===== config.mk =====
export PLATFORM = sky130hd
export DESIGN_NAME = sop_stream_feeder_flat
export DESIGN_NICKNAME = d
export VERILOG_FILES = /design/src/rtl/sop_pkg.sv /design/src/rtl/sop_stream_feeder_if.sv /design/src/rtl/sop_sample_fifo.sv /design/src/rtl/sop_stream_feeder.sv /design/src/flat_wrapper.sv
export SDC_FILE = /design/constraint.sdc
export NUM_CORES = 1
export LEC_CHECK = 0
export ABC_AREA = 1
export CAP_MARGIN = 10
export CELL_PAD_IN_SITES_DETAIL_PLACEMENT = 1
export CELL_PAD_IN_SITES_GLOBAL_PLACEMENT = 2
export CORE_ASPECT_RATIO = 0.75
export CORE_MARGIN = 1.5
export CORE_UTILIZATION = 34
export DETAILED_ROUTE_END_ITERATION = 7
export GPL_TIMING_DRIVEN = 1
export PLACE_DENSITY = 0.88
export SYNTH_ARGS = -nofsm -noshare
export SYNTH_HDL_FRONTEND = slang
export SYNTH_SLANG_ARGS = --single-unit

===== constraint.sdc =====
create_clock -name clk -period 2.2 [get_ports clk]
set_input_delay 0.33 -clock clk [delete_from_list [all_inputs] [get_ports clk]]
set_output_delay 0.33 -clock clk [all_outputs]
set_load 0.02 [all_outputs]

===== src/rtl/sop_pkg.sv =====
// Shared types and constants for the sum-of-products feeder: widths, coefficient
// count, coefficient index type and the feeder FSM state encoding.
package sop_pkg;

    localparam int SOP_WIDTH      = 4;
    localparam int SOP_NUM_COEF   = 4;
    localparam int SOP_FIFO_DEPTH = 4;

    typedef logic [1:0] coef_idx_t;

    typedef enum logic [1:0] {
        UNCFG       = 2'd0,
        RUN         = 2'd1,
        COMMIT_WAIT = 2'd2
    } sop_state_t;

endpackage : sop_pkg


===== src/rtl/sop_stream_feeder_if.sv =====
// Sample-in / tuple-out handshake bundle of the feeder. The master side is the
// feeder itself; the slave side is its environment (source and SOP stage).
interface sop_stream_feeder_if
    import sop_pkg::*;
#(
    parameter int WIDTH = SOP_WIDTH
);

    logic             in_valid;
    logic             in_ready;
    logic [WIDTH-1:0] in_data;

    logic             out_valid;
    logic             out_ready;
    logic [WIDTH-1:0] DATA_IN;
    logic [WIDTH-1:0] C0;
    logic [WIDTH-1:0] C1;
    logic [WIDTH-1:0] C2;
    logic [WIDTH-1:0] C3;

    modport master (
        input  in_valid,
        input  in_data,
        output in_ready,
        output out_valid,
        input  out_ready,
        output DATA_IN,
        output C0,
        output C1,
        output C2,
        output C3
    );

    modport slave (
        output in_valid,
        output in_data,
        input  in_ready,
        input  out_valid,
        output out_ready,
        input  DATA_IN,
        input  C0,
        input  C1,
        input  C2,
        input  C3
    );

endinterface : sop_stream_feeder_if


===== src/rtl/sop_sample_fifo.sv =====
// Synchronous sample FIFO with occupancy counter; FIFO_DEPTH must be a power of 2.
// Push is ignored when full, pop is ignored when empty.
module sop_sample_fifo #(
    parameter int WIDTH      = 4,
    parameter int FIFO_DEPTH = 4
) (
    input  logic             clk,
    input  logic             rst,
    input  logic             push,
    input  logic [WIDTH-1:0] push_data,
    input  logic             pop,
    output logic [WIDTH-1:0] head,
    output logic             full,
    output logic             empty
);

    localparam int AW = (FIFO_DEPTH > 1) ? $clog2(FIFO_DEPTH) : 1;

    logic [WIDTH-1:0] mem [FIFO_DEPTH];
    logic [AW-1:0]    wr_ptr;
    logic [AW-1:0]    rd_ptr;
    logic [AW:0]      count;
    logic             do_push;
    logic             do_pop;

    assign do_push = push && !full;
    assign do_pop  = pop && !empty;
    assign full    = (count == (AW+1)'(FIFO_DEPTH));
    assign empty   = (count == '0);
    assign head    = mem[rd_ptr];

    // Storage carries data only, so it is left out of reset
    always_ff @(posedge clk) begin
        if (do_push) begin
            mem[wr_ptr] <= push_data;
        end
    end

    always_ff @(posedge clk or negedge rst) begin
        if (!rst) begin
            wr_ptr <= '0;
            rd_ptr <= '0;
            count  <= '0;
        end else begin
            if (do_push) begin
                wr_ptr <= wr_ptr + 1'b1;
            end
            if (do_pop) begin
                rd_ptr <= rd_ptr + 1'b1;
            end
            case ({do_push, do_pop})
                2'b10:   count <= count + 1'b1;
                2'b01:   count <= count - 1'b1;
                default: count <= count;
            endcase
        end
    end

endmodule : sop_sample_fifo


===== src/rtl/sop_stream_feeder.sv =====
// Feeder for the sum-of-products stage: sample FIFO, shadow/active coefficient
// banks and a tuple output register. Optional handshake counter: SOP_FEEDER_CNT_EN.
module sop_stream_feeder
    import sop_pkg::*;
#(
    parameter int WIDTH      = SOP_WIDTH,
    parameter int FIFO_DEPTH = SOP_FIFO_DEPTH
) (
    input  logic                clk,
    input  logic                rst,
    input  logic                coef_wr_en,
    input  coef_idx_t           coef_addr,
    input  logic [WIDTH-1:0]    coef_wdata,
    input  logic                coef_commit,
    sop_stream_feeder_if.master bus,
    output logic                configured
`ifdef SOP_FEEDER_CNT_EN
    ,
    output logic [15:0]         tuple_cnt
`endif
);

    sop_state_t       state;
    logic             commit_pending;
    logic [WIDTH-1:0] shadow [SOP_NUM_COEF];
    logic [WIDTH-1:0] active [SOP_NUM_COEF];

    logic             fifo_full;
    logic             fifo_empty;
    logic [WIDTH-1:0] fifo_head;
    logic             pop_p0;
    logic             out_free_p0;

    logic             vld_p1;
    logic [WIDTH-1:0] data_p1;
    logic [WIDTH-1:0] coef_p1 [SOP_NUM_COEF];

    sop_sample_fifo #(
        .WIDTH      (WIDTH),
        .FIFO_DEPTH (FIFO_DEPTH)
    ) u_fifo (
        .clk       (clk),
        .rst       (rst),
        .push      (bus.in_valid),
        .push_data (bus.in_data),
        .pop       (pop_p0),
        .head      (fifo_head),
        .full      (fifo_full),
        .empty     (fifo_empty)
    );

    assign bus.in_ready = !fifo_full;
    assign out_free_p0  = !vld_p1 || bus.out_ready;
    assign pop_p0       = (state == RUN) && out_free_p0 && !fifo_empty;

    // Shadow bank: software-facing, never read by the datapath directly
    always_ff @(posedge clk or negedge rst) begin
        if (!rst) begin
            for (int i = 0; i < SOP_NUM_COEF; i++) begin
                shadow[i] <= '0;
            end
        end else if (coef_wr_en) begin
            shadow[coef_addr] <= coef_wdata;
        end
    end

    // ---- stage p0 -> p1: FSM, active bank and tuple output register ----
    always_ff @(posedge clk or negedge rst) begin
        if (!rst) begin
            state          <= UNCFG;
            configured     <= 1'b0;
            commit_pending <= 1'b0;
            vld_p1         <= 1'b0;
            data_p1        <= '0;
            for (int i = 0; i < SOP_NUM_COEF; i++) begin
                active[i]  <= '0;
                coef_p1[i] <= '0;
            end
        end else begin
            case (state)
                UNCFG: begin
                    if (coef_commit) begin
                        for (int i = 0; i < SOP_NUM_COEF; i++) begin
                            active[i] <= shadow[i];
                        end
                        configured <= 1'b1;
                        state      <= RUN;
                    end
                end
                RUN: begin
                    if (out_free_p0) begin
                        if (!fifo_empty) begin
                            vld_p1  <= 1'b1;
                            data_p1 <= fifo_head;
                            for (int i = 0; i < SOP_NUM_COEF; i++) begin
                                coef_p1[i] <= active[i];
                            end
                        end else begin
                            vld_p1 <= 1'b0;
                        end
                    end
                    if (coef_commit) begin
                        commit_pending <= 1'b1;
                        state          <= COMMIT_WAIT;
                    end
                end
                COMMIT_WAIT: begin
                    // Bank swap only once the held tuple is gone; no pop on this edge
                    if (commit_pending && out_free_p0) begin
                        for (int i = 0; i < SOP_NUM_COEF; i++) begin
                            active[i] <= shadow[i];
                        end
                        commit_pending <= 1'b0;
                        vld_p1         <= 1'b0;
                        state          <= RUN;
                    end
                end
                default: begin
                    state <= UNCFG;
                end
            endcase
        end
    end

    assign bus.out_valid = vld_p1;
    assign bus.DATA_IN   = data_p1;
    assign bus.C0        = coef_p1[0];
    assign bus.C1        = coef_p1[1];
    assign bus.C2        = coef_p1[2];
    assign bus.C3        = coef_p1[3];

`ifdef SOP_FEEDER_CNT_EN
    function automatic logic [15:0] sat_inc(input logic [15:0] v);
        return (v == 16'hFFFF) ? v : v + 16'd1;
    endfunction

    always_ff @(posedge clk or negedge rst) begin
        if (!rst) begin
            tuple_cnt <= '0;
        end else if (vld_p1 && bus.out_ready) begin
            tuple_cnt <= sat_inc(tuple_cnt);
        end
    end
`endif

endmodule : sop_stream_feeder


===== src/flat_wrapper.sv =====
// flat-port wrapper written by rule: the top's interface ports become plain ports
module sop_stream_feeder_flat import sop_pkg::*;
#(
    parameter int WIDTH      = SOP_WIDTH,
    parameter int FIFO_DEPTH = SOP_FIFO_DEPTH
)
  (clk, rst, coef_wr_en, coef_addr, coef_wdata, coef_commit, configured, bus_in_valid, bus_in_data, bus_in_ready, bus_out_valid, bus_out_ready, bus_DATA_IN, bus_C0, bus_C1, bus_C2, bus_C3);
  sop_stream_feeder_if #(.WIDTH(WIDTH)) bus_i ();
  input  logic clk;
  input  logic rst;
  input  logic coef_wr_en;
  input  coef_idx_t coef_addr;
  input  logic [WIDTH-1:0] coef_wdata;
  input  logic coef_commit;
  output logic configured;
  input wire logic [$bits(bus_i.in_valid)-1:0] bus_in_valid;
  input wire logic [$bits(bus_i.in_data)-1:0] bus_in_data;
  output wire logic [$bits(bus_i.in_ready)-1:0] bus_in_ready;
  output wire logic [$bits(bus_i.out_valid)-1:0] bus_out_valid;
  input wire logic [$bits(bus_i.out_ready)-1:0] bus_out_ready;
  output wire logic [$bits(bus_i.DATA_IN)-1:0] bus_DATA_IN;
  output wire logic [$bits(bus_i.C0)-1:0] bus_C0;
  output wire logic [$bits(bus_i.C1)-1:0] bus_C1;
  output wire logic [$bits(bus_i.C2)-1:0] bus_C2;
  output wire logic [$bits(bus_i.C3)-1:0] bus_C3;
  assign bus_i.in_valid = bus_in_valid;
  assign bus_i.in_data = bus_in_data;
  assign bus_in_ready = bus_i.in_ready;
  assign bus_out_valid = bus_i.out_valid;
  assign bus_i.out_ready = bus_out_ready;
  assign bus_DATA_IN = bus_i.DATA_IN;
  assign bus_C0 = bus_i.C0;
  assign bus_C1 = bus_i.C1;
  assign bus_C2 = bus_i.C2;
  assign bus_C3 = bus_i.C3;
  sop_stream_feeder #(.WIDTH(WIDTH), .FIFO_DEPTH(FIFO_DEPTH)) u_core (.clk(clk), .rst(rst), .coef_wr_en(coef_wr_en), .coef_addr(coef_addr), .coef_wdata(coef_wdata), .coef_commit(coef_commit), .bus(bus_i), .configured(configured));
endmodule

== Yosys cells after proc, flatten, opt, wreduce, memory -nomap -nowiden ==
Memories as Yosys holds them, arrays and structs flattened. A register that Yosys moved wholly into a read port is not among the register bits.
Cells that the tools add are included.

* Flip-flop bits (word level): 60
* Logic and storage cells: 78
* Bits in writable memories: 16
* Memories kept: 1

{| class="wikitable"
|+ Memory list
! memory !! depth !! bits a word !! read ports !! clocked after memory_dff !! write ports !! RTL line !! RTL
|-
| u_core.u_fifo.mem || 4 || 4 || 1 || 1 || 1 || sop_sample_fifo.sv:19 || <nowiki>logic [WIDTH-1:0] mem [FIFO_DEPTH];</nowiki>
|}

* Add/sub/neg operators: 4
* Bitwise gates (word level): 2
* Equal/unequal tests: 9
* Magnitude comparators: 2
* Multiplexer cells: 19
* Reduce and logical (&&, ||, !) cells: 22

{| class="wikitable"
|+ Operators by type and width
! operator !! count
|-
| 16-bit two-way mux || 2
|-
| 16-bit one-hot mux with 2 select lines || 1
|-
| 16-bit bitwise mux || 1
|-
| 3-bit AND reduction || 5
|-
| 4-bit demux with 2-bit select || 1
|-
| 1-bit logical AND || 6
|-
| 1-bit two-way mux || 6
|-
| 2-bit two-way mux || 3
|-
| 2-bit one-hot mux with 3 select lines || 1
|-
| 3-bit one-hot mux with 2 select lines || 1
|-
| 2-bit nonzero test || 3
|-
| 2-bit by 1-bit adder with 2-bit output, second input constant || 2
|-
| 2-bit by 1-bit equality test with 1-bit output, second input constant || 2
|-
| 2-bit equality test, second input constant || 2
|-
| 1-bit logical NOT || 4
|-
| 4-bit two-way mux || 1
|-
| 2-bit by 1-bit inequality test with 1-bit output, second input constant || 2
|-
| 2-bit inequality test, second input constant || 2
|-
| 1-bit one-hot mux with 2 select lines || 2
|-
| 3-bit by 1-bit adder with 3-bit output, second input constant || 1
|-
| 3-bit equality test, second input constant || 1
|-
| 3-bit greater-or-equal comparator, second input constant || 1
|-
| 3-bit logical NOT || 1
|-
| 3-bit by 1-bit less-than comparator with 1-bit output, second input constant || 1
|-
| 6 further kinds || 6
|}

== Depth between registers and ports, before layout ==
Gate-level depths: netlist (run 1).

* Word-level depth: 7
* Gate-level depth with buffers: 12
* Gate-level depth less buffers: 11

== Cells and area by module ==
Synthesis (run 1) repeated with hierarchy kept, for this count alone.

* Cell total of the unflattened synthesis: 347
* Area, all modules: 3335.7 um^2

{| class="wikitable"
|+ By module, submodules not included
! module !! instances !! area an instance (um^2) !! cells each
|-
| sop_stream_feeder || 1 || 2232.1 || 240
|-
| sop_sample_fifo || 1 || 1103.6 || 107
|}

== Worst setup path before layout (run 1) ==
No wires, ideal clock.

* Path type: register -> register
* Start point: reg u_core.vld_p1 (netlist: u_core.bus.out_valid)
* End point: reg u_core.u_fifo.count[2]
* Required time: 2.077 ns
* Slack: 0.110 ns
* Cell stages (with the launch flop): 11
* Arrival: 1.968 ns
* Setup time: 0.123 ns
* Clock period less this slack: 2.090 ns
* Cell sequence: dfrtp_1 -> nand2_1 -> nand2_1 -> nor2_4 -> buf_6 -> ha_1 -> inv_1 -> fa_1 -> nand2_1 -> nand3_1 -> xor2_1

* Longest elaborated chain between the ends: 7
* Elaborated cells between the ends (all ways): 9

{| class="wikitable"
|+ RTL lines
! what !! RTL line !! RTL
|-
| start, declared || sop_stream_feeder.sv:34 || <nowiki>logic vld_p1;</nowiki>
|-
| start signal, assigned || sop_stream_feeder.sv:73 || <nowiki>vld_p1 <= 1'b0;</nowiki>
|-
| start signal, assigned || sop_stream_feeder.sv:93 || <nowiki>vld_p1 <= 1'b1;</nowiki>
|-
| start signal, assigned || sop_stream_feeder.sv:99 || <nowiki>vld_p1 <= 1'b0;</nowiki>
|-
| 1-bit logical NOT (*) || sop_stream_feeder.sv:53 || <nowiki>assign out_free_p0 = !vld_p1 || bus.out_ready;</nowiki>
|-
| 1-bit logical OR (*) || sop_stream_feeder.sv:53 ||
|-
| 1-bit logical AND (*) (2 in a row) || sop_stream_feeder.sv:54 || <nowiki>assign pop_p0 = (state == RUN) && out_free_p0 && !fifo_empty;</nowiki>
|-
| 1-bit logical AND (*) || sop_sample_fifo.sv:27 || <nowiki>assign do_pop = pop && !empty;</nowiki>
|-
| named net u_core.u_fifo.do_pop || sop_sample_fifo.sv:24 || <nowiki>logic do_pop;</nowiki>
|-
| 2-bit by 1-bit equality test with 1-bit output / 2-bit equality test (equally long branches) || sop_sample_fifo.sv:51 || <nowiki>case ({do_push, do_pop})</nowiki>
|-
| 3-bit one-hot mux with 2 select lines / 2-bit nonzero test (equally long branches) || - ||
|-
| end signal, assigned || sop_sample_fifo.sv:52 || <nowiki>2'b10: count <= count + 1'b1;</nowiki>
|-
| end signal, assigned || sop_sample_fifo.sv:53 || <nowiki>2'b01: count <= count - 1'b1;</nowiki>
|-
| end signal, assigned || sop_sample_fifo.sv:54 || <nowiki>default: count <= count;</nowiki>
|-
| end, declared || sop_sample_fifo.sv:22 || <nowiki>logic [AW:0] count;</nowiki>
|}

Mark *: on every way through the listed nets, which the timed path passes. The rest lies on a longest branch.
A chain may end at the register's enable or synchronous reset.

== Final worst setup path (run 1) ==
* Start point: reg u_core.state[0]
* End point: reg u_core.u_fifo.count[2]

* Longest elaborated chain between the ends: 6
* Elaborated cells between the ends (all ways): 8

{| class="wikitable"
|+ RTL lines
! what !! RTL line !! RTL
|-
| start, declared || sop_stream_feeder.sv:23 || <nowiki>sop_state_t state;</nowiki>
|-
| start signal, assigned || sop_stream_feeder.sv:70 || <nowiki>state <= UNCFG;</nowiki>
|-
| start signal, assigned || sop_stream_feeder.sv:87 || <nowiki>state <= RUN;</nowiki>
|-
| start signal, assigned || sop_stream_feeder.sv:104 || <nowiki>state <= COMMIT_WAIT;</nowiki>
|-
| 2-bit by 1-bit equality test with 1-bit output (*) || sop_stream_feeder.sv:54 ||
|-
| 1-bit logical AND (*) (2 in a row) || sop_stream_feeder.sv:54 ||
|-
| 1-bit logical AND (*) || sop_sample_fifo.sv:27 ||
|-
| 2-bit by 1-bit equality test with 1-bit output / 2-bit equality test (equally long branches) || sop_sample_fifo.sv:51 ||
|-
| 3-bit one-hot mux with 2 select lines / 2-bit nonzero test (equally long branches) || - ||
|}

Every way passes the cells marked *; elsewhere a longest branch is shown, timed or not.

==> results of run 1 <==
-- cells by family (layout without fill, tap and decap cells) --
family,after synthesis,after routing,synth area share (%)
adders and majority gates,6,6,2.47
and+or+nand+nor,196,196,24.5
AOI/OAI and AO/OA,20,20,3.07
DFF,80,80,62.3
xor gates and xnor gates,4,4,1.05
buffers and inverters,51,106,6.56
-- stage by stage --
stage | utilization (%) | setup TNS [ns] | cells | total power [uW]
after floorplan | - | 0 | 357 | 3660
after global placement | 40.5 | -0.00255 | 527 | 4330
after detailed placement | 40.5 | -0.0455 | 527 | 4430
after CTS | 44.0 | 0 | 544 | 6090
after global routing | 44.0 | 0 | 544 | 6420
final | 44.0 | 0 | 544 | 5990
-- worst max-delay path: stages (launching register included) --
cell	delay (ns)
dfrtp_1	0.38
inv_1	0.10
nor2_2	0.15
nand2_1	0.11
nor2_4	0.12
ha_1	0.18
inv_1	0.08
fa_1	0.43
nand2_1	0.08
nand3_1	0.08
xor2_1	0.14
-- where the power goes --
part | switching [uW] | leakage, uW | internal (uW)
clock | 588 | 0.000156 | 1020
sequential | 313 | 0.000950 | 2000
combinational | 1260 | 0.00101 | 808
-- final cells by class --
class,count,area [sq um],area share (%)
multi-input combinational,226,1040,24.5
sequential,80,2080,49.2
timing repair buffer,48,465,11.0
clock inverter,5,81.3,1.92
tap,132,165,3.90
inverter,42,158,3.72
clock buffer,11,243,5.73
-- metal layers --
| metal | routed length (um) | vias up | global-route usage [%] |
|---|---|---|---|
| met2 | 3250 | 37 | 24.8 |
| li1 | - | 1206 | - |
| met5 | 0 | - | 0 |
| met4 | 99 | 0 | 5.27 |
| met3 | 309 | 11 | 5.22 |
| met1 | 3690 | 1196 | 19.6 |
-- path summary, 6_finish.rpt --
kind / startpoint / endpoint / slack [ns] / depth (start not counted)
max in group asynchronous: rst / u_core.bus.DATA_IN[2] / 1.30 / 3
setup / recovery: u_core.state[0] / u_core.u_fifo.count[2] / 0.23 / 10
hold / removal: rst / u_core.active[10] / 0.39 / 2
setup reg to reg: u_core.state[0] / u_core.u_fifo.count[2] / 0.23 / 10
hold reg to reg: u_core.u_fifo.count[0] / u_core.u_fifo.count[0] / 0.47 / 1
min in group clk: u_core.u_fifo.count[0] / u_core.u_fifo.count[0] / 0.47 / 1
-- flip-flops by register name, summed over array words and instances, names as in the netlist --
name,flops
u_core.bus.C3,4
u_core.u_fifo.rd_ptr,2
u_core.bus.C2,4
u_core.bus.out_valid,1
u_core.configured,1
u_core.bus.DATA_IN,4
u_core.active,16
u_core.shadow,16
u_core.u_fifo.count,3
u_core.commit_pending,1
u_core.bus.C0,4
u_core.u_fifo.mem,16
u_core.state,2
u_core.u_fifo.wr_ptr,2
u_core.bus.C1,4
-- cells in the final DEF, fill, tap and decap left out, types with 2 or more instances in the layout --
cell type and instances:
xor2_1 3, ha_1 5, bufinv_16 2, clkbuf_16 9, edfxtp_1 16, nand3_1 34, dfrtp_1 64, clkdlybuf4s50_1 37
o21ai_0 18, nor2_2 2, nor2_1 4, buf_4 8, inv_1 40, nand2_1 152
-- timing repair --
action | in CTS | in global routing
hold endpoints to repair | 8 | 0
setup buffers | 0 | 0
resized for setup | 0 | 0
hold buffers | 1 | 0
==> impl_results.md, run 1 <==
* WS Path Type: reg2reg
* Drt pass-1 iters at 4
* CP arrival at 2.19 ns
* WL final at 7340 um
* Largest fanout on the critical path at 3
* Minimum clock period after layout at approximately 2 ns
* Synthesized area at 3340 sq um
* Unrepaired setup endpoints after global routing: no
* Seq/Total Area, Yosys at 62.3%
* Initial antenna violation count at 0
* Most common cell in the netlist: nand2_1
* Worst setup EP type: flip-flop
* Max clock buf depth at 2
* Setup violators final at 0
* Synth cell count leaders: nand2_1, dfrtp_1, inv_1
* Share of post-route cells with drive strength above 1 at about 7.8%
* Worst skew pair latency at roughly 0.34 ns
* P&R area growth vs syn at 26.8%
* Pin count of the biggest net entering global routing at 40
* Die footprint at roughly 10000 sq um
* Clock slew at reported path FFs at 0.06 ns
* Leakage at about 0.0021 uW
* Count of final hold-check violations at 0
* Ys async rst share at around 80%
* Die H at 88.8 um
* Chip width at ~120 um
* Fin area at 4230 sq um
* Vias in the first global route at 2497
* Avg Cell Area, Syn at around 9.4 sq um
* Pwr dens at 1420 nW/um^2
* Final hold slack at 0.394 ns
* Max_cap viols at 0
* Gr usage total at 15.3%
* DRC errors left at 0
* Placeable Area at 9620 sq um
* CTS sink count at 80
* Placed Area at 3900 sq um
* Cell Rows at 31
* Syn Nets at 379
* HP Class: in2async
* Post-Syn Instances at 357
* Top post-synthesis cells by area: dfrtp_1, nand2_1, edfxtp_1, nand3_1, inv_1
* Top-area cell type share of the netlist area at 48.0%
* Buffers on Ports at 38
* Max Slew Vio Count at 0
* Outcome: finished clean
* Via count at 2450
* Number of synthesized register bits at 80
* DR iter-0 viols at 126
* FILL cells at between 1000 and 1500
* Fmax at slightly above 500 MHz
* H-tree levels at 3
* Tcrit/Tclk final at approximately nine tenths
* Top_reg_cell synth: dfrtp_1
* Drt via density at 4.50
* Pre-CTS WS at -0.0455 ns
* Required time of the critical path at 2.42 ns
* Setup Skew at about 0.0066 ns
* I/O pin count at 39
* Grt ovf at 0
* CTS Buf Count at 9
* Final HPWL DP at 5130 um
* Worst slew margin at 66.4%
* TritonCTS clock tree: yes
* Number of routed nets with antenna violations at 0
* Synth area leader: dfrtp_1
* Post-DR wirelength/cell at 13.5 um
* Yosys Warn Count at 0
* Nets at 429
* Number of antenna diodes at 0
* Post-synth EDFFs at 16
* Root Buffer Master: clkbuf_16
* Worst setup margin at approximately 0.23 ns
* Global-route wire length before repair at 12200 um
* Worst slew pin tran at 0.502 ns
* CP startpoint kind: flip-flop
* Initial core utilization at 34.7%
* VDD IR max at 0.442 mV
* Yosys cell types at 23
* GPL Wtd Cong at 0.745
Note: power is estimated with default switching activity, not from simulation.
==> inputs of run 2 (changes only) <==
Settings changed: CAP_MARGIN 10 to 40.
==> results of run 2 <==
The final DEF is identical to that of run 1; final timing and power are the same.
==> inputs of run 3 (changes only) <==
Settings changed: CORE_UTILIZATION 34 to 31, PLACE_DENSITY 0.88 to 0.85, SLEW_MARGIN set to 20.
Clock period 2.2 ns to 1.76 ns, I/O delays scaled along.
==> impl_results.md, run 3 (synthesized netlist as in run 1, its figures left out) <==
* FF/Latch Area at 2080 sq um (about the same)
* Drt via density at 4.53 (was 4.50)
* Vias in the first global route at 2678 (was 2497)
* Placed Cells at 538 (was 527)
* Pwr dens at 1780 nW/um^2 (was 1420 nW/um^2)
* Gr usage total at 15.8% (was 15.3%)
* Placed Area at 4030 sq um (was 3900 sq um)
* Final core utilization at 42.6% (was 44.0%)
* Outcome: finished clean (unchanged)
* Share of post-route cells with drive strength above 1 at 13.6% (was 7.77%)
* Nets at 443 (was 429)
* Fin area at 4420 sq um (was 4230 sq um)
* Worst slew pin tran at 0.437 ns (was 0.502 ns)
* Grt ovf at 0 (unchanged)
* Die H at 92.9 um (was 88.8 um)
* Post-DR wirelength/cell at 14.5 um (was 13.5 um)
* Setup violators final at 0 (unchanged)
* FILL cells at 1186 (was 1148)
* FF-to-FF Start: u_core.state[0] (unchanged)
* Placeable Area at 10400 sq um (was 9620 sq um)
* DR iter-0 viols at 130 (was 126)
* Leakage at 0.00220 uW (was 0.00211 uW)
* Chip width at 123 um (was 117 um)
* Reg2reg path depth at 10 (unchanged)
* Setup Skew at 0.00569 ns (was 0.00658 ns)
* Via count at 2544 (was 2450)
* Crit path depth at 10 (unchanged)
* Count of final hold-check violations at 0 (unchanged)
* CP startpoint kind: flip-flop (unchanged)
* Worst skew pair latency at 0.33 ns (was 0.34 ns)
* Die footprint at 11400 sq um (was 10400 sq um)
* CP arrival at 1.95 ns (was 2.19 ns)
* R2R Path End: u_core.u_fifo.count[2] (unchanged)
* Max Slew Vio Count at 0 (unchanged)
* VDD IR max at 0.549 mV (was 0.442 mV)
* Area of the multi-input gates at 1090 sq um (was 1040 sq um)
* WL final at 8140 um (was 7340 um)
* Largest stage delay, worst path at 0.36 ns (was 0.43 ns)
* Tcrit/Tclk final at 98.7% (was 89.7%)
* Max clock buf depth at 2 (unchanged)
* HP Class: in2async (unchanged)
* Number of antenna diodes at 0 (unchanged)
* CTS sink count at 80 (unchanged)
* Initial core utilization at 32.2% (was 34.7%)
* Clock slew at reported path FFs at 0.06 ns (about the same)
* Buffers on Ports at 38 (unchanged)
* Largest fanout on the critical path at 3 (unchanged)
* Final HPWL DP at 5670 um (was 5130 um)
* CTS Buf Count at 9 (unchanged)
* CP Cell Sequence: inv_2, nor2_4, nand2_2, nor2_4, ha_4, inv_2, fa_2, nand2_1, nand3_2, xor2_2 (was inv_1, nor2_2, nand2_1, nor2_4, ha_1, inv_1, fa_1, nand2_1, nand3_1, xor2_1)
* I/O pin count at 39 (unchanged)
* Number of routed nets with antenna violations at 0 (unchanged)
* WS Path Type: reg2reg (unchanged)
* Required time of the critical path at 1.97 ns (was 2.42 ns)
* Commonest cells after routing, fill and taps aside: nand2_1, dfrtp_1, inv_1, clkdlybuf4s50_1, nand3_1 (was nand2_1, dfrtp_1, inv_1)
* Minimum clock period after layout at 1.74 ns (was 1.97 ns)
* Worst setup EP type: flip-flop (unchanged)
* GPL Wtd Cong at 0.736 (was 0.745)
* Fmax at 576 MHz (was 506 MHz)
* DRC errors left at 0 (unchanged)
* Initial antenna violation count at 0 (unchanged)
* CP max-delay cell: dfrtp_1 (was fa_1)
* Buf+Inv Stages, Crit Path at 2 (unchanged)
* Unrepaired setup endpoints after global routing: yes (was no)
* Max_cap viols at 0 (unchanged)
* Pin count of the biggest net entering global routing at 25 (was 40)
* Root Buffer Master: clkbuf_16 (unchanged)
* Drt pass-1 iters at 4 (unchanged)
* Cell Rows at 32 (was 31)
* TritonCTS clock tree: yes (unchanged)
* Layout Cells excl Fill at 562 (was 544)
* Global-route wire length before repair at 13700 um (was 12200 um)
* H-tree levels at 3 (unchanged)
* Worst slew margin at 70.9% (was 66.4%)
* P&R area growth vs syn at 32.3% (was 26.8%)
* Most common cell after layout, fill and taps aside: nand2_1 (unchanged)
* Biggest regs: u_core.active: 16 flops, u_core.shadow: 16 flops, u_core.u_fifo.mem: 16 flops (unchanged)
* Flop2flop setup slack at 0.02 ns (was 0.23 ns)
* Worst Setup SP: u_core.state[0] (unchanged)
* CP delay by family, top: simple AND/OR/NAND/NOR gates (was adder cells)
run 3: changes by cell type in the layout (fill, tap and decap cells not counted), moves of 2 or more:
cell	change
nand3_1	-3
inv_2	+4
buf_12	+3
nand2_2	+2
buf_4	+11
dfrtp_1	-2
clkbuf_1	+2
inv_1	-4
nand2_1	-3
dfrtp_2	+2
nand3_2	+3
run 3: report_power, final:
part           switching (uW)  leakage, uW  internal, uW
Clock                     701     0.000148          1240
Combinational            1770      0.00110          1270
Sequential                369     0.000948          2510
Total                    2840      0.00220          5010
run 3: timing repair:
action / CTS / global route
hold buffers: 1 / 0
setup buffers: 4 / 3
pin swaps: 2 / 4
hold endpoints to repair: 14 / 0
resized for setup: 5 / 2
setup endpoints to repair: 2 / 1
run 3: area by class of cell:
type                       instances  area share (%)
timing repair buffer              62            13.7
multi-input combinational        226            24.8
tap                              136            3.85
sequential                        80            47.2
clock buffer                      12            5.35
clock inverter                     4            1.56
inverter                          42            3.57
run 3: worst max path at each step:
stage	endpoint
floorplan	u_core.u_fifo.count[2]
global placement	u_core.u_fifo.count[2]
global route	u_core.u_fifo.count[2]
CTS	u_core.u_fifo.count[2]
finish	u_core.u_fifo.count[2]
detailed placement	u_core.u_fifo.count[2]
run 3: worst register-to-register path, stage by stage (launching register included):
cell and delay [ns]:
dfrtp_1 0.36, inv_2 0.07, nor2_4 0.11, nand2_2 0.07, nor2_4 0.14, ha_4 0.15
inv_2 0.04, fa_2 0.34, nand2_1 0.09, nand3_2 0.08, xor2_2 0.16
run 3: layer usage:
layer / global-route usage (%) / up-vias / part of all wire (%)
met1: 20.8 / 1257 / 48
met2: 25.4 / 42 / 47
met3: 4.31 / 10 / 3.6
li1: - / 1235 / -
met5: 0 / - / 0
met4: 5.04 / 0 / 1.3
run 3: per-stage QoR:
step	total power, uW	worst slack [ns]	setup TNS, ns	hold WS, ns
floorplan	4660	0.000103	0	-0.0316
finish	7850	0.0229	0	0.410
detailed placement	5800	-0.241	-0.422	0.231
CTS	7870	0.00797	0	0.411
global placement	5630	-0.185	-0.336	0.230
global route	8440	-0.0562	-0.0562	0.454
